### src/rtl/dcp_fogging.sv
// dcp_fogging: per-channel haze synthesis I = (J*t + A*(255-t)) / 255, rounded, 4-stage pipeline.
module dcp_fogging #(
    parameter bit A_LATCH_ON_SOF = 1'b1
) (
    input  logic        pixelclk,
    input  logic        reset,
    input  logic [23:0] i_rgb,
    input  logic [7:0]  i_transmittance,
    input  logic [7:0]  i_dark_max,
    input  logic        i_frame_start,
    input  logic        i_data_valid,
    output logic [23:0] o_fogged,
    output logic        o_data_valid
);

    logic [7:0]  a_r;
    logic [7:0]  a_eff;
    logic [7:0]  s1_j [3];
    logic [7:0]  s1_t, s1_tc, s1_a;
    logic        s1_v;
    logic [15:0] s2_p [3];
    logic [15:0] s2_q [3];
    logic        s2_v;
    logic [16:0] s3_x [3];
    logic        s3_v;
    logic [16:0] w [3];
    logic [7:0]  y [3];

    // the SOF pixel sees its own atmospheric light through the bypass
    assign a_eff = !A_LATCH_ON_SOF ? i_dark_max :
                   (i_data_valid && i_frame_start) ? i_dark_max : a_r;

    always_comb begin
        for (int c = 0; c < 3; c++) begin
            w[c] = s3_x[c] + 17'd128;
            w[c] = w[c] + (w[c] >> 8);
            y[c] = 8'(w[c] >> 8);
        end
    end

    always_ff @(posedge pixelclk) begin
        if (reset) begin
            a_r          <= 8'd255;
            s1_v         <= 1'b0;
            s2_v         <= 1'b0;
            s3_v         <= 1'b0;
            o_data_valid <= 1'b0;
            o_fogged     <= 24'h000000;
        end else begin
            if (i_data_valid && i_frame_start)
                a_r <= i_dark_max;
            s1_v         <= i_data_valid;
            s2_v         <= s1_v;
            s3_v         <= s2_v;
            o_data_valid <= s3_v;
            if (s3_v)
                o_fogged <= {y[0], y[1], y[2]};
        end
    end

    always_ff @(posedge pixelclk) begin
        s1_t  <= i_transmittance;
        s1_tc <= ~i_transmittance;
        s1_a  <= a_eff;
        for (int c = 0; c < 3; c++) begin
            s1_j[c] <= i_rgb[23-8*c -: 8];
            s2_p[c] <= 16'(s1_j[c]) * 16'(s1_t);
            s2_q[c] <= 16'(s1_a) * 16'(s1_tc);
            s3_x[c] <= 17'(s2_p[c]) + 17'(s2_q[c]);
        end
    end

endmodule

### config.mk
export PLATFORM = sky130hd
export DESIGN_NAME = dcp_fogging
export DESIGN_NICKNAME = d
export VERILOG_FILES = /design/src/rtl/dcp_fogging.sv
export SDC_FILE = /design/constraint.sdc
export NUM_CORES = 1
export LEC_CHECK = 0
export CAP_MARGIN = 20
export CORE_MARGIN = 2
export CORE_UTILIZATION = 40
export CTS_BUF_LIST = sky130_fd_sc_hd__clkbuf_2 sky130_fd_sc_hd__clkbuf_4 sky130_fd_sc_hd__clkbuf_8
export DETAILED_ROUTE_END_ITERATION = 10
export DONT_BUFFER_PORTS = 1
export GPL_TIMING_DRIVEN = 1
export PLACE_DENSITY_LB_ADDON = 0.1
export SETUP_SLACK_MARGIN = 0.15
export SLEW_MARGIN = 20
export SYNTH_ARGS = -nofsm -noshare
export SYNTH_HDL_FRONTEND = slang
export SYNTH_SLANG_ARGS = --single-unit
### constraint.sdc
create_clock -name pixelclk -period 6.3 [get_ports pixelclk]
set_clock_uncertainty 0.15 [all_clocks]
set_input_delay 1.26 -clock pixelclk [delete_from_list [all_inputs] [get_ports pixelclk]]
set_output_delay 1.26 -clock pixelclk [all_outputs]
set_load 0.03 [all_outputs]
==> flow_summary.ini, run 1 <==
[setup_path]
reg2reg_slack_ns = 1.28
cp.required_ns = 6.60
reg2reg_from = s1_t[5]
worst-setup-path-type = reg -> reg
r2r_cells = 15
reg2reg_to = s2_p[0][31]
cp.arrival_ns = 5.32
startpoint_type = flip-flop
endpoint_kind = flip-flop
cp_max_fo = 24

[yosys]
synthDistinctLibCells = 64
ys_async_sr_fraction = 0
synthTopCellsByArea = dfxtp_1 (24%), fa_1 (18%), ha_1 (17%)
yosysTopAreaCell = dfxtp_1
netlist_instances = 1721
synth_ff_type = dfxtp_1
synth-seq-cells = 199
synth_fp_nets = 2128
syn_avg_cell_area_sq_um = 9.47
synth_edf_count = 0
syn-cell-area_sq_um = 16300
yosys_warnings = 0
synth_top_area_frac = 0.244
seq_area_frac_synth = 0.244

[timing]
min_period_over_period = 0.797
relSlewSlack = 0.393
worst_pin_slew_ns = 0.909
hold_viol = 0
grt_setup_unrepaired = false
finalSetupViolCount = 0
layout_min_cycle_time_ns = 5.02
finalSetupTns_ns = 0
slew_violations = 0
max_freq_ghz = 0.199

[clocking]
numCtsBuffers = 17
postCtsSetupBuffers = 0
cts_tree = yes
clk_path_buf_depth = 2
holdBufCountCts = 0
cts_resized = 0
clk_pin_slew_ns = 0.11
clock_sinks = 199
clkLatencyLatePin_ns = 0.55
clockRootBuffer = clkbuf_8
htreeDepth = 4

[final_layout]
design_area_sq_um = 17200
area_growth_pct = 5.84
drive_above_1_share = 0.0440
nets = 2123

[global_routing]
grt_pass1_vias = 11000
antenna_found_initial = 0
grt_use_met2 = 0.266
grt_pass1_wl_mm = 57.4
grt-busiest-layer = met2
grtUsageMet3 = 0.0306
grt_use_total = 0.175
use_met1 = 0.251
grt-ovfl-total = 0
grt_max_degree = 38

[floorplan]
start_util = 0.407
core_area_sq_um = 40000
ios = 69
dieArea_sq_um = 42400
die_y_um = 206
die_width_um = 206
rows = 73

[pwr]
p_per_area_nw_per_um2 = 470
vdd_drop_max_v = 0.000247
leakage_nw = 8.09

[flow_run]
cap_violations = 0

[detailed_routing]
drt_wl_total_mm = 34.0
drc = 0
antenna_left = 0
wl_per_cell_um = 15.1
drt-pass1-iter-count = 6
drtIter0Drc = 586
vias = 10900
via_per_inst = 4.85

[place]
placed_area_sq_um = 16900
dpl.hpwl_mm = 27.5
io_buffer_count = 0
gp_congestion = 0.788

[worst_hold_path]
min_path_type = reg -> reg
hold_end = s3_v
whs_path_depth = 1
min_from = s2_v

[status]
outcome = finished clean
[flip-flops by register name, indices dropped and copies added (netlist names)]
signal,cells
s1_v,1
o_fogged,24
s3_x,51
o_data_valid,1
s3_v,1
s1_a,8
s2_p,48
s1_tc,8
s1_t,8
a_r,8
s2_q,16
s2_v,1
s1_j,24
[metrics by stage]
step	utilization	setup slack, ns	hold slack [ns]	std cells	total power [mW]
floorplan	-	1.87	0.264	1721	6.15
global route	0.431	0.921	0.324	2253	9.06
detailed placement	0.421	1.27	0.277	2222	7.31
CTS	0.431	1.27	0.302	2253	8.23
global placement	0.421	1.44	0.281	2222	7.27
finish	0.431	1.28	0.298	2254	8.11
[synthesized netlist by cell type, types with 22 or more instances]
| cell | count |
|---|---|
| inv_1 | 234 |
| ha_1 | 216 |
| and2_1 | 211 |
| dfxtp_1 | 199 |
| fa_1 | 147 |
| nand2_1 | 104 |
| xnor2_1 | 85 |
| a21oi_1 | 78 |
| nor2_1 | 66 |
| o21ai_0 | 34 |
| xor2_1 | 33 |
| nor2b_1 | 27 |
| o21a_1 | 26 |
| clkbuf_1 | 22 |
| nand2b_1 | 22 |
[cell usage in the layout (no fill, tap or decap), types with 18 or more instances in the layout]
cell,n
dfxtp_1,199
nor3_1,18
a21o_1,21
fa_1,147
ha_1,216
xnor2_1,85
a21oi_1,78
o21a_1,26
nor2b_1,27
o21ai_0,34
xor2_1,33
inv_1,234
nand3_1,19
clkbuf_8,19
nand2_1,104
nor2_1,66
nand2b_1,22
and2_1,211
[critical path: stages, from the launching register on]
cell	delay, ns
dfxtp_1	0.93
nand2_1	0.18
fa_1	0.53
fa_1	0.50
inv_1	0.05
fa_1	0.47
inv_1	0.05
fa_1	0.47
inv_1	0.04
ha_1	0.30
a21boi_1	0.17
o211ai_1	0.24
a21oi_1	0.12
a2111oi_2	0.44
a21oi_1	0.14
xnor2_1	0.15
[per-layer routing]
| metal | up-vias | wire, um |
|---|---|---|
| met5 | - | 0 |
| met4 | 0 | 493 |
| met3 | 29 | 858 |
| met2 | 121 | 14700 |
| met1 | 5198 | 17900 |
| li1 | 5587 | - |
[power by group]
group	internal (mW)	switching (mW)
logic	2.35	2.81
registers	1.71	0.392
clock network	0.349	0.498
[area by class of cell]
cell class / count / area [sq um]
Fill cell: 4036 / 22800
Clock buffer: 21 / 277
Antenna cell: 1 / 2.50
Timing Repair Buffer: 2 / 15.0
Clock inverter: 10 / 115
Inverter: 234 / 878
Tap cell: 525 / 657
Multi-Input combinational cell: 1262 / 11300
Sequential cell: 199 / 3980
[cells by family after synthesis]
group                      after synthesis  synth area share
muxes                                   17            0.0111
adders and majority gates              363             0.346
AOI/OAI and AO/OA                      243            0.0992
and+or+nand+nor                        521             0.175
buffers and inverters                  260            0.0609
xor gates and xnor gates               118            0.0634
DFF                                    199             0.244
[worst max path at each step]
stage | from | to | slack [ns] | depth (start not counted)
after floorplan | s1_t[2] | s2_p[0][31] | 1.87 | 17
after global placement | s1_t[5] | s2_p[0][31] | 1.44 | 15
after detailed placement | s1_t[5] | s2_p[0][31] | 1.27 | 15
after CTS | s1_t[5] | s2_p[0][31] | 1.27 | 15
after global routing | s1_t[5] | s2_p[0][31] | 0.92 | 15
final | s1_t[5] | s2_p[0][31] | 1.28 | 15
(Power assumes the default switching activity.)
==> run 2, diff against run 1 <==
==> constraint.sdc (replaced) <==
create_clock -name pixelclk -period 4.8 [get_ports pixelclk]
set_clock_uncertainty 0.15 [all_clocks]
set_input_delay 0.96 -clock pixelclk [delete_from_list [all_inputs] [get_ports pixelclk]]
set_output_delay 0.96 -clock pixelclk [all_outputs]
set_load 0.03 [all_outputs]
==> run 2 against run 1 <==
  * Count of clock-buffer cells in the layout is 4 lower
  * Via count grew 0.23%
  * Setup slack worse by 0.96 ns
  * Flip-flop and latch count did not move
  * Critical path type unchanged
==> flow_summary.ini, run 2 (same netlist as run 1, synthesis figures left out) <==
[place]
placed_area_sq_um = 17000
io_buffer_count = 0
dpl.hpwl_mm = 28.1
dp_cells = 2238
gp_congestion = 0.791

[setup_path]
endpoint_kind = flip-flop
startpoint_type = flip-flop
worst-setup-path-type = reg -> reg
cp.arrival_ns = 4.82
cp.required_ns = 5.14
cp_max_fo = 6

[floorplan]
ios = 69
dieArea_sq_um = 42400
rows = 73
die_y_um = 206
core_area_sq_um = 40000
start_util = 0.407
die_width_um = 206

[pwr]
p_clk_frac = 0.106
p_per_area_nw_per_um2 = 613
vdd_drop_max_v = 0.000289
leakage_nw = 8.23
switching_share = 0.463
power_switching_mw = 4.98
p_int_mw = 5.77
power_frac_comb = 0.640
seqPwrFrac = 0.254

[final_layout]
stdcell_count = 2280
regMostFlops = s3_x
multi_input_area_sq_um = 11400
design_area_sq_um = 17500
final_common_cell = inv_1
area_growth_pct = 7.53
ff_latch_area_sq_um = 4010
nets = 2149
fill_cells = 3974
final_util = 0.438
final_cell_mix = inv_1 (234), ha_1 (216), and2_1 (211)
largest_registers = s3_x (51), s2_p (48)
largest_reg_flops = 51
diodes = 0
drive_above_1_share = 0.0678

[clocking]
clk_pin_slew_ns = 0.12
clk_path_buf_depth = 2
numCtsBuffers = 17
clock_sinks = 199
htreeDepth = 4
clkLatencyLatePin_ns = 0.57
cts_tree = yes
clockRootBuffer = clkbuf_8

[timing]
finalSetupViolCount = 0
max_freq_ghz = 0.223
worst_pin_slew_ns = 0.477
slew_violations = 0
finalSetupTns_ns = 0
grt_setup_unrepaired = true
holdWs_ns = 0.251
hold_viol = 0
relSlewSlack = 0.679
layout_min_cycle_time_ns = 4.48
min_period_over_period = 0.933

[global_routing]
grt_use_total = 0.176
grt-ovfl-total = 0
grt_pass1_vias = 11100
grt_pass1_wl_mm = 57.8
grt_max_degree = 38
antenna_found_initial = 0

[detailed_routing]
via_per_inst = 4.81
drtIter0Drc = 420
antenna_left = 0
wl_per_cell_um = 15.2
drc = 0
drt-pass1-iter-count = 7
drt_wl_total_mm = 34.7
vias = 11000

[flow_run]
cap_violations = 0

[worst_hold_path]
min_path_type = in -> reg

[status]
outcome = finished clean
==> run 2: final timing paths <==
kind                      end  slack [ns]  depth (start not counted)               start
setup / recovery  s2_p[0][31]        0.32                         16             s1_t[2]
hold / removal        s1_t[7]        0.25                          0  i_transmittance[7]
setup reg to reg  s2_p[0][31]        0.32                         16             s1_t[2]
hold reg to reg          s2_v        0.30                          1                s1_v
==> run 2: routing by layer <==
layer / GRT usage / wire (um)
met1: 0.251 / 18200
met4: 0.0526 / 493
met2: 0.270 / 14900
met3: 0.0341 / 1080
met5: 0 / 0
==> run 2: worst max-delay path, stage by stage, from the launching register on <==
cell	delay (ns)
dfxtp_4	0.39
and2_1	0.16
fa_1	0.53
inv_1	0.05
fa_1	0.52
inv_1	0.05
fa_1	0.47
inv_1	0.05
fa_1	0.47
inv_1	0.04
ha_1	0.31
a21boi_2	0.19
o211ai_1	0.28
a21oi_2	0.12
a2111oi_4	0.30
a21oi_1	0.13
xnor2_1	0.19
==> run 2: per-stage QoR <==
step | worst slack (ns) | total power [mW]
after floorplan | 0.373 | 8.07
final | 0.320 | 10.7
after global routing | 0.107 | 12.0
after CTS | 0.164 | 10.9
after detailed placement | -0.0175 | 9.63
after global placement | 0.148 | 9.54
==> run 2: area by class of cell <==
cell class,count,share of cell area
clock buffer,17,0.0134
clock inverter,15,0.0104
inverter,234,0.0501
multi-input combinational,1262,0.648
sequential,199,0.229
tap,525,0.0375
timing repair buffer,28,0.0122
==> run 2: timing repair <==
action / in CTS / in global routing
gates resized for setup: 6 / 18
setup endpoints to repair: 5 / 9
endpoints found under the hold margin: 0 / 0
buffers inserted: 0 / 10
hold buffers: 0 / 0
pin swaps: 0 / 4
==> run 2: power by group through the flow <==
stage / clock network [mW] / logic [mW] / registers [mW]
finish: 1.13 / 6.87 / 2.73
global route: 1.26 / 7.91 / 2.81
CTS: 1.21 / 6.89 / 2.76
detailed placement: 0 / 6.83 / 2.80
global placement: 0 / 6.75 / 2.80
floorplan: 0 / 5.53 / 2.54
==> run 3, diff against run 2 <==
--- a/config.mk
+++ b/config.mk
@@ -6,7 +6,6 @@
 export NUM_CORES = 1
 export LEC_CHECK = 0
 export CAP_MARGIN = 20
-export CORE_MARGIN = 2
 export CORE_UTILIZATION = 40
 export CTS_BUF_LIST = sky130_fd_sc_hd__clkbuf_2 sky130_fd_sc_hd__clkbuf_4 sky130_fd_sc_hd__clkbuf_8
 export DETAILED_ROUTE_END_ITERATION = 10
==> constraint.sdc (replaced) <==
create_clock -name pixelclk -period 4.8 [get_ports pixelclk]
set_clock_uncertainty 0.15 [all_clocks]
set_input_delay 0 -clock pixelclk [delete_from_list [all_inputs] [get_ports pixelclk]]
set_output_delay 0 -clock pixelclk [all_outputs]
set_load 0.03 [all_outputs]
==> run 3 against run 2 <==
  * Non-clock buffer count grew 74
  * Global-route usage grew 0.52 points
  * Largest cell class unchanged
  * Routed wire length grew 0.84%
  * Count of clock-buffer cells in the layout is the same
  * Die area shrank 1.9%
  * Highest routed layer unchanged
  * Sequential share of layout area shrank 1.1 points
  * Combinational power is essentially flat
  * Critical path depth grew 1
  * Clock power is essentially flat
  * Critical path type unchanged
  * Via count grew 3.7%
  * Flip-flop and latch count is the same
==> flow_summary.ini, run 3 (same netlist as run 1, synthesis figures left out) <==
[timing]
layout_min_cycle_time_ns = 4.53
finalSetupTns_ns = 0
finalSetupViolCount = 0
hold_viol = 0
relSlewSlack = 0.645
worst_slack_ns = 0.275
max_freq_ghz = 0.221
holdWs_ns = 0.195
min_period_over_period = 0.943
grt_setup_unrepaired = true
worst_pin_slew_ns = 0.527
slew_violations = 0

[clocking]
numCtsBuffers = 17
clock_sinks = 199
clockRootBuffer = clkbuf_8
clk_pin_slew_ns = 0.11
htreeDepth = 4
clkLatencyLatePin_ns = 0.56
postCtsSetupBuffers = 0
clk_path_buf_depth = 2
cts_tree = yes

[pwr]
p_per_area_nw_per_um2 = 587
p_clk_frac = 0.103
leakage_nw = 8.53
switching_share = 0.458
power_frac_comb = 0.642
vdd_drop_max_v = 0.000306
seqPwrFrac = 0.255
power_switching_mw = 4.92
p_int_mw = 5.81

[setup_path]
critPathMaxStageDelay_ns = 0.54
endpoint_kind = flip-flop
worstPathCellList = buf_12, and2_1, fa_1, inv_1, fa_1, inv_1, fa_1, inv_1, fa_1, inv_1, ha_1, a21boi_1, o211ai_1, a21oi_2, a2111oi_4, a21oi_1, xnor2_1
worst-setup-path-type = reg -> reg
cp.required_ns = 5.10
r2r_cells = 17
cp.arrival_ns = 4.82
cp_max_fo = 24
crit_family = adder cells
critical-path-slowest-cell = fa_1
path_buf_inv = 5
crit_cells = 17
startpoint_type = flip-flop

[place]
io_buffer_count = 0
placed_area_sq_um = 17000
gp_congestion = 0.812
dpl.hpwl_mm = 27.9
post-place-ws_ns = 0.221

[global_routing]
grt_pass1_wl_mm = 59.0
grt_pass1_vias = 11400
antenna_found_initial = 0
grt-ovfl-total = 0
grt_max_degree = 38
grt_use_total = 0.181

[status]
outcome = finished clean

[final_layout]
largest_registers = s3_x (51), s2_p (48)
area_growth_pct = 12.3
largest_reg_flops = 51
regMostFlops = s3_x
final_util = 0.458
final_common_cell = inv_1
final_cell_mix = inv_1 (234), ha_1 (216), and2_1 (211)
diodes = 0
design_area_sq_um = 18300
drive_above_1_share = 0.0552
nets = 2223

[detailed_routing]
drt_wl_total_mm = 34.9
vias = 11400
drc = 0
antenna_left = 0
via_per_inst = 4.83
wl_per_cell_um = 14.8
drtIter0Drc = 424
drt-pass1-iter-count = 4

[floorplan]
core_area_sq_um = 39900
start_util = 0.408
die_y_um = 204
ios = 69
die_width_um = 204
rows = 73
dieArea_sq_um = 41600

[worst_hold_path]
whs_path_depth = 3
min_path_type = in -> reg

[flow_run]
cap_violations = 0
## run 3: stage by stage
step                      power, mW  std cells
final                          10.7       2354
after global routing           12.0       2354
after CTS                      10.9       2354
after detailed placement       9.60       2237
after global placement         9.53       2237
after floorplan                8.07       1721
## run 3: routing by layer
metal | track usage | share of wire
met4 | 0.0553 | 0.017
met5 | 0 | 0
met3 | 0.0373 | 0.032
met2 | 0.282 | 0.44
met1 | 0.252 | 0.51
## run 3: cell type report
cell class	instances	area (sq um)
clock buffers	17	234
clock inverters	15	159
fillers	3865	21600
inverters	234	878
multi-input cells	1262	11300
flip-flops and latches	199	3990
well taps	525	657
repair buffers	102	1030
## run 3: final timing paths
check / start / to / slack (ns)
worst max register to register: s1_t[2] / s2_p[0][31] / 0.27
worst min register to register: s2_v / s3_v / 0.30
worst min-delay path: reset / s3_v / 0.20
worst max-delay path: s1_t[2] / s2_p[0][31] / 0.27
## run 3: worst register-to-register path, stage by stage, from the launching register on
cell	delay, ns
dfxtp_2	0.34
buf_12	0.15
and2_1	0.17
fa_1	0.55
inv_1	0.06
fa_1	0.53
inv_1	0.05
fa_1	0.47
inv_1	0.05
fa_1	0.47
inv_1	0.04
ha_1	0.28
a21boi_1	0.16
o211ai_1	0.28
a21oi_2	0.11
a2111oi_4	0.31
a21oi_1	0.13
xnor2_1	0.14
## run 3: timing repair
action,in CTS,in global routing
hold buffers,85,0
gates resized for setup,0,12
setup endpoints to repair,0,7
endpoints found under the hold margin,84,0
## run 3: power by group through the flow
stage	combinational, mW	sequential [mW]	clock [mW]
floorplan	5.53	2.54	0
global placement	6.75	2.79	0
detailed placement	6.81	2.79	0
CTS	6.94	2.75	1.18
global route	7.95	2.79	1.23
finish	6.89	2.73	1.11
